[config.mk]
export PLATFORM = sky130hd
export DESIGN_NAME = seq_detect_moore_param_flat
export DESIGN_NICKNAME = d
export VERILOG_FILES = /design/src/rtl/seq_detect_moore_param_if.sv /design/src/rtl/seq_detect_moore_param.sv /design/src/flat_wrapper.sv
export SDC_FILE = /design/constraint.sdc
export NUM_CORES = 1
export LEC_CHECK = 0
export ABC_AREA = 1
export ABC_CLOCK_PERIOD_IN_PS = 3000
export BUFFER_PORTS_ARGS = -buffer_cell sky130_fd_sc_hd__buf_4
export CORE_MARGIN = 2
export CORE_UTILIZATION = 55
export DETAILED_ROUTE_END_ITERATION = 16
export HOLD_SLACK_MARGIN = 0.12
export PLACE_DENSITY_LB_ADDON = 0.25
export SETUP_SLACK_MARGIN = 0.4
export SYNTH_ARGS = -nofsm -noshare
export SYNTH_HDL_FRONTEND = slang
export SYNTH_SLANG_ARGS = --single-unit
[constraint.sdc]
create_clock -name clk -period 3 [get_ports clk]
set_clock_uncertainty 0.05 [all_clocks]
set_input_delay 0.45 -clock clk [delete_from_list [all_inputs] [get_ports clk]]
set_output_delay 0.45 -clock clk [all_outputs]
set_load 0.02 [all_outputs]
[src/rtl/seq_detect_moore_param_if.sv]
// Serial detector bus: sample/control inputs toward the detector, detect/debug outputs back.
// Combinational bundle only; no latency or flow control of its own.
interface seq_detect_moore_param_if #(
    parameter int ST_W  = 3,
    parameter int CNT_W = 8
);
    logic             en;
    logic             x;
    logic             overlap;
    logic             clr_cnt;
    logic             y;
    logic [ST_W-1:0]  outstate;
    logic [CNT_W-1:0] match_cnt;
    logic             cnt_sat;

    modport master (
        output en, x, overlap, clr_cnt,
        input  y, outstate, match_cnt, cnt_sat
    );

    modport slave (
        input  en, x, overlap, clr_cnt,
        output y, outstate, match_cnt, cnt_sat
    );
endinterface

[src/rtl/seq_detect_moore_param.sv]
// Parametrised Moore serial pattern detector with a saturating match counter; y rises one cycle after the final bit.
// No backpressure: a bit is consumed on every clock where en=1, otherwise state and counter hold.
module seq_detect_moore_param #(
    parameter int               PAT_W   = 4,
    parameter logic [PAT_W-1:0] PATTERN = 4'b1101,
    parameter int               CNT_W   = 8,
    parameter int               ST_W    = $clog2(PAT_W+1)
) (
    input logic                  clk,
    input logic                  rst_n,
    seq_detect_moore_param_if.slave bus
);

    typedef enum logic [ST_W-1:0] {
        S_IDLE = '0,
        S_FULL = ST_W'(PAT_W)
    } state_t;

    // Longest pattern prefix that is a suffix of (first k pattern bits, b), capped at PAT_W.
    function automatic logic [ST_W-1:0] fallback(input int k, input logic b);
        int               jmax;
        int               res;
        int               i;
        logic             ok;
        logic             sb;
        logic             pb;
        logic [PAT_W-1:0] tmp;
        jmax = (k + 1 > PAT_W) ? PAT_W : k + 1;
        res  = 0;
        for (int j = 1; j <= PAT_W; j++) begin
            if (j <= jmax) begin
                ok = 1'b1;
                for (int m = 0; m < PAT_W; m++) begin
                    if (m < j) begin
                        i  = k + 1 - j + m;
                        sb = b;
                        if (i < k) begin
                            tmp = PATTERN >> (PAT_W - 1 - i);
                            sb  = tmp[0];
                        end
                        tmp = PATTERN >> (PAT_W - 1 - m);
                        pb  = tmp[0];
                        if (sb != pb) ok = 1'b0;
                    end
                end
                if (ok) res = j;
            end
        end
        return ST_W'(res);
    endfunction

    logic [ST_W-1:0] nxt0 [PAT_W+1];
    logic [ST_W-1:0] nxt1 [PAT_W+1];

    for (genvar k = 0; k <= PAT_W; k++) begin : g_tbl
        assign nxt0[k] = fallback(k, 1'b0);
        assign nxt1[k] = fallback(k, 1'b1);
    end

    state_t           state;
    state_t           state_nxt;
    logic             hit;
    logic [CNT_W-1:0] cnt_q;
    logic [CNT_W-1:0] cnt_nxt;
    logic             sat_q;

    always_ff @(posedge clk or negedge rst_n) begin
        if (!rst_n) begin
            state <= S_IDLE;
        end else begin
            state <= state_nxt;
        end
    end

    always_comb begin
        state_nxt = state;
        hit       = 1'b0;
        if (bus.en) begin
            if (state == S_FULL && !bus.overlap) begin
                // Non-overlapping: the completed match is forgotten entirely.
                state_nxt = (bus.x == PATTERN[PAT_W-1]) ? state_t'(ST_W'(1)) : S_IDLE;
            end else begin
                state_nxt = state_t'(bus.x ? nxt1[state] : nxt0[state]);
            end
            hit = (state_nxt == S_FULL);
        end
    end

    always_comb begin
        cnt_nxt = cnt_q;
        if (hit && cnt_q != '1) cnt_nxt = cnt_q + CNT_W'(1);
    end

    // Clear wins over a coincident detection.
    always_ff @(posedge clk or negedge rst_n) begin
        if (!rst_n) begin
            cnt_q <= '0;
            sat_q <= 1'b0;
        end else if (bus.clr_cnt) begin
            cnt_q <= '0;
            sat_q <= 1'b0;
        end else begin
            cnt_q <= cnt_nxt;
            sat_q <= sat_q | (cnt_nxt == '1);
        end
    end

    assign bus.y         = (state == S_FULL);
    assign bus.outstate  = state;
    assign bus.match_cnt = cnt_q;
    assign bus.cnt_sat   = sat_q;

endmodule

[src/flat_wrapper.sv]
// flat-port wrapper written by rule: the top's interface ports become plain ports
module seq_detect_moore_param_flat 
#(
    parameter int               PAT_W   = 4,
    parameter logic [PAT_W-1:0] PATTERN = 4'b1101,
    parameter int               CNT_W   = 8,
    parameter int               ST_W    = $clog2(PAT_W+1)
)
  (clk, rst_n, bus_en, bus_x, bus_overlap, bus_clr_cnt, bus_y, bus_outstate, bus_match_cnt, bus_cnt_sat);
  seq_detect_moore_param_if #(.ST_W(ST_W), .CNT_W(CNT_W)) bus_i ();
  input logic clk;
  input logic rst_n;
  input wire logic [$bits(bus_i.en)-1:0] bus_en;
  input wire logic [$bits(bus_i.x)-1:0] bus_x;
  input wire logic [$bits(bus_i.overlap)-1:0] bus_overlap;
  input wire logic [$bits(bus_i.clr_cnt)-1:0] bus_clr_cnt;
  output wire logic [$bits(bus_i.y)-1:0] bus_y;
  output wire logic [$bits(bus_i.outstate)-1:0] bus_outstate;
  output wire logic [$bits(bus_i.match_cnt)-1:0] bus_match_cnt;
  output wire logic [$bits(bus_i.cnt_sat)-1:0] bus_cnt_sat;
  assign bus_i.en = bus_en;
  assign bus_i.x = bus_x;
  assign bus_i.overlap = bus_overlap;
  assign bus_i.clr_cnt = bus_clr_cnt;
  assign bus_y = bus_i.y;
  assign bus_outstate = bus_i.outstate;
  assign bus_match_cnt = bus_i.match_cnt;
  assign bus_cnt_sat = bus_i.cnt_sat;
  seq_detect_moore_param #(.PAT_W(PAT_W), .PATTERN(PATTERN), .CNT_W(CNT_W), .ST_W(ST_W)) u_core (.clk(clk), .rst_n(rst_n), .bus(bus_i));
endmodule
==> results.md <==
* Total gr overflow at 0
* Post-synth top cells: nand2_1 (33), nor2_1 (18), inv_1 (14)
* EDFF count, synth at 0
* Die area at 1830 µm²
* Worst-Margin Slew at around 0.23 ns
* Mean Syn Cell Area at 7.28 µm²
* Final worst path period share at about two thirds
* Nets at ~150
* Maximum vdd drop at 0.358 mV
* Part of the Yosys area used for sequential elements at between 30% and 40%
* Syn Inst Count at roughly 110
* RSZ-0062 raised after global routing: false
* Chip Height at around 43 µm
* Placed cell count at between 100 and 150
* Post-CTS sizing at 0
* GRT Total Usage at 21.3%
* Die Wd at about 43 µm
* Largest family of logic cells by synthesized area: simple AND/OR/NAND/NOR gates
* Cell mode on critical path: nor2_1
* Dpl ws at about 1.0 ns
* Internal Power at ~0.33 mW
* Fin cells at roughly 150
* Via count at 754
* Maxcap violations at 0
* Top-area cell type share of the netlist area at a little over a third
* Slew HR at between 80% and 90%
* Postcts setup bufs at 0
* Area growth syn-to-layout at 23.8%
* CP endpoint kind: flop
* Slew Limit Fails at 0
* Placer Congestion at between 0.7 and 0.8
* Fraction of registers with async set/reset at between 90% and 100%
* Initial Util at a little under three fifths
* CP max-delay cell: dfrtp_1
* Final TNS setup at 0 ns
* Mapped Nets at between 100 and 150
* Max stage delay on crit path at around 0.38 ns
* Post-Syn Area at approximately 830 µm²
* Synthesis Warnings at 0
* Skew-Pair Late Insertion Delay at between 0.2 and 0.3 ns
* CTS max path bufs at 2
* Reg2Reg Capture Point: u_core.bus.cnt_sat
* Final Hold Viols at 0
* Post-layout min period at 1.99 ns
* Worst setup path class: reg2reg
* Cts bufs inserted at 3
* Synth Area in Adders at under 10%
* Finish-stage setup viols at 0
* Max FO, Critical Path at 9
* Simple-gate portion of the synthesized area at a little over two fifths
* Worst r2r src: u_core.bus.outstate[0]
* Worst Setup EP: u_core.bus.cnt_sat
* Port-buffer cells at 18
* Proportion of layout cells with a drive suffix above 1 at 22.8%
* Core Region at ~1500 µm²
* WP buf/inv at 1
* Vias per Instance at around 5.0
* Synth Area in Compound Gates at slightly below 5%
* PwrDens at between 500 and 600 nW/µm²
* Clock power frac at a little under a quarter
* Worst R2R Setup Slack at ~1.0 ns
* Register bit total from synthesis at 12
* Total wire length at 1.59 mm
* Crit path from: u_core.bus.outstate[0]
* Routed Antenna Nets at 0
* Final Worst Setup Slack at 1.01 ns
* Drt pass-1 iters at 4
* Worst path depth at 13
* Post-route DRC at 0
* Worst Path Arrival at around 2.1 ns
* Post-synthesis xor/xnor area fraction at ~3.2%
* Synth area leaders: dfrtp_1 (36%), nand2_1 (15%), nor2_1 (8.1%), nand3_1 (7.2%), inv_1 (6.3%)
* Fmax at 502 MHz
* Hpwl dp at roughly 1.3 mm
* Synth Flop Type: dfrtp_1
* Comb pwr share at 38.3%
* P_sw at 0.195 mW
* Vias in the first global route at about 720
* Clock Sinks at 12
* Status: finished, final reports clean
* Worst setup SP type: flop
* CP delay by family, top: simple AND/OR/NAND/NOR gates
* CP required at about 3.2 ns
* Post-synthesis mux area share at 0%
* First-pass GRT wire length at roughly 3.0 mm
* Share of the core filled with cells at 70.7%
* HP Class: in2reg
* CTS root buf: clkbuf_4
* Worst-path clk slew at 0.07 ns
* Seq pwr share at a little under two fifths
* Reg2reg path depth at 13
* Synth area leader: dfrtp_1
* Wire length per cell at around 10 µm
* Ports at 19
* Worst path cell trace: inv_1, ha_1, o21ai_0, nand2_2, nor2_8, nand2_4, nand2_1, nand2_1, nor2_1, nand2_1, nor2_1, nor2_1, nor2_1
* H-Tree Depth at 1
* DRT iter0 DRCs at 14
* Most instantiated library cell after synthesis: nand2_1
* Leak Pwr at roughly 0.54 nW
* Row cnt at 14
* Initial antenna violation count at 0
* Largest net degree at the start of global routing at 13
* Switching part of the total at a little under two fifths
* Ant diodes at 0
* CTS tree: done
* Distinct cells, synth at 22
-- layer usage --
metal  track usage [%]  wire length [µm]
met1              27.7               733
met2              35.2               779
met3              2.55                71
met4              9.38                10
met5                 0                 0
-- flip-flops by register name (all words and copies together), names as in the netlist --
register              cells
u_core.bus.cnt_sat        1
u_core.bus.match_cnt      8
u_core.bus.outstate       3
-- placed cells by master, fill, tap and decap left out, types with 2 or more instances in the layout --
master    count
ha_1          4
xor2_1        2
o21ai_1       2
o21ai_0       3
nand2_2       2
nand3_1      12
buf_4        18
nor2_1       18
dfrtp_1      12
clkbuf_4      3
nand2_1      33
inv_1        14
-- layout make-up --
type / instances / area [µm²]
clock buffers: 4 / 36.3
repair buffers: 19 / 145
multi-input cells: 86 / 469
inverters: 15 / 56.3
fillers: 129 / 427
flip-flops and latches: 12 / 300
well taps: 16 / 20.0
-- cell families (layout without fill, tap and decap cells) --
| family | Yosys count | count (layout) |
|---|---|---|
| adder cells (fa/ha/maj) | 4 | 4 |
| buffers and inverters | 16 | 38 |
| XOR/XNOR | 3 | 3 |
| flip-flops | 12 | 12 |
| AND/OR/NAND/NOR | 72 | 72 |
| AO/OA/AOI/OAI | 7 | 7 |
-- power by group through the flow --
stage               logic, mW  registers, mW  clock network (mW)
global placement        0.201          0.200                   0
CTS                     0.204          0.198               0.130
finish                  0.200          0.198               0.124
floorplan               0.121          0.219                   0
global route            0.223          0.201               0.138
detailed placement      0.203          0.201                   0
-- timing repair --
item,in CTS,in global routing
hold endpoints to repair,12,0
hold buffers,1,0
setup endpoints to repair,0,0
-- metrics by stage --
step,area (µm²),power (mW),hold WS [ns]
global route,1030,0.563,0.348
global placement,981,0.401,0.245
floorplan,830,0.340,0.104
detailed placement,981,0.404,0.250
finish,1030,0.522,0.348
CTS,1030,0.532,0.339
-- how the worst min path moves through the flow --
stage	to	cells past startpoint	start	slack (ns)
floorplan	u_core.bus.cnt_sat	0	rst_n	0.10
global placement	u_core.bus.outstate[2]	1	rst_n	0.24
detailed placement	u_core.bus.outstate[2]	1	rst_n	0.25
CTS	u_core.bus.match_cnt[2]	2	bus_clr_cnt	0.34
global route	u_core.bus.outstate[0]	2	bus_en	0.35
finish	u_core.bus.outstate[0]	2	bus_en	0.35
-- worst reg2reg max path, stage by stage, from the launching register on --
cell and delay (ns):
dfrtp_1 0.38, inv_1 0.08, ha_1 0.28, o21ai_0 0.19
nand2_2 0.14, nor2_8 0.17, nand2_4 0.10, nand2_1 0.07
nand2_1 0.06, nor2_1 0.11, nand2_1 0.06, nor2_1 0.10
nor2_1 0.05, nor2_1 0.08
No activity file was read; power rests on OpenSTA's default activity.
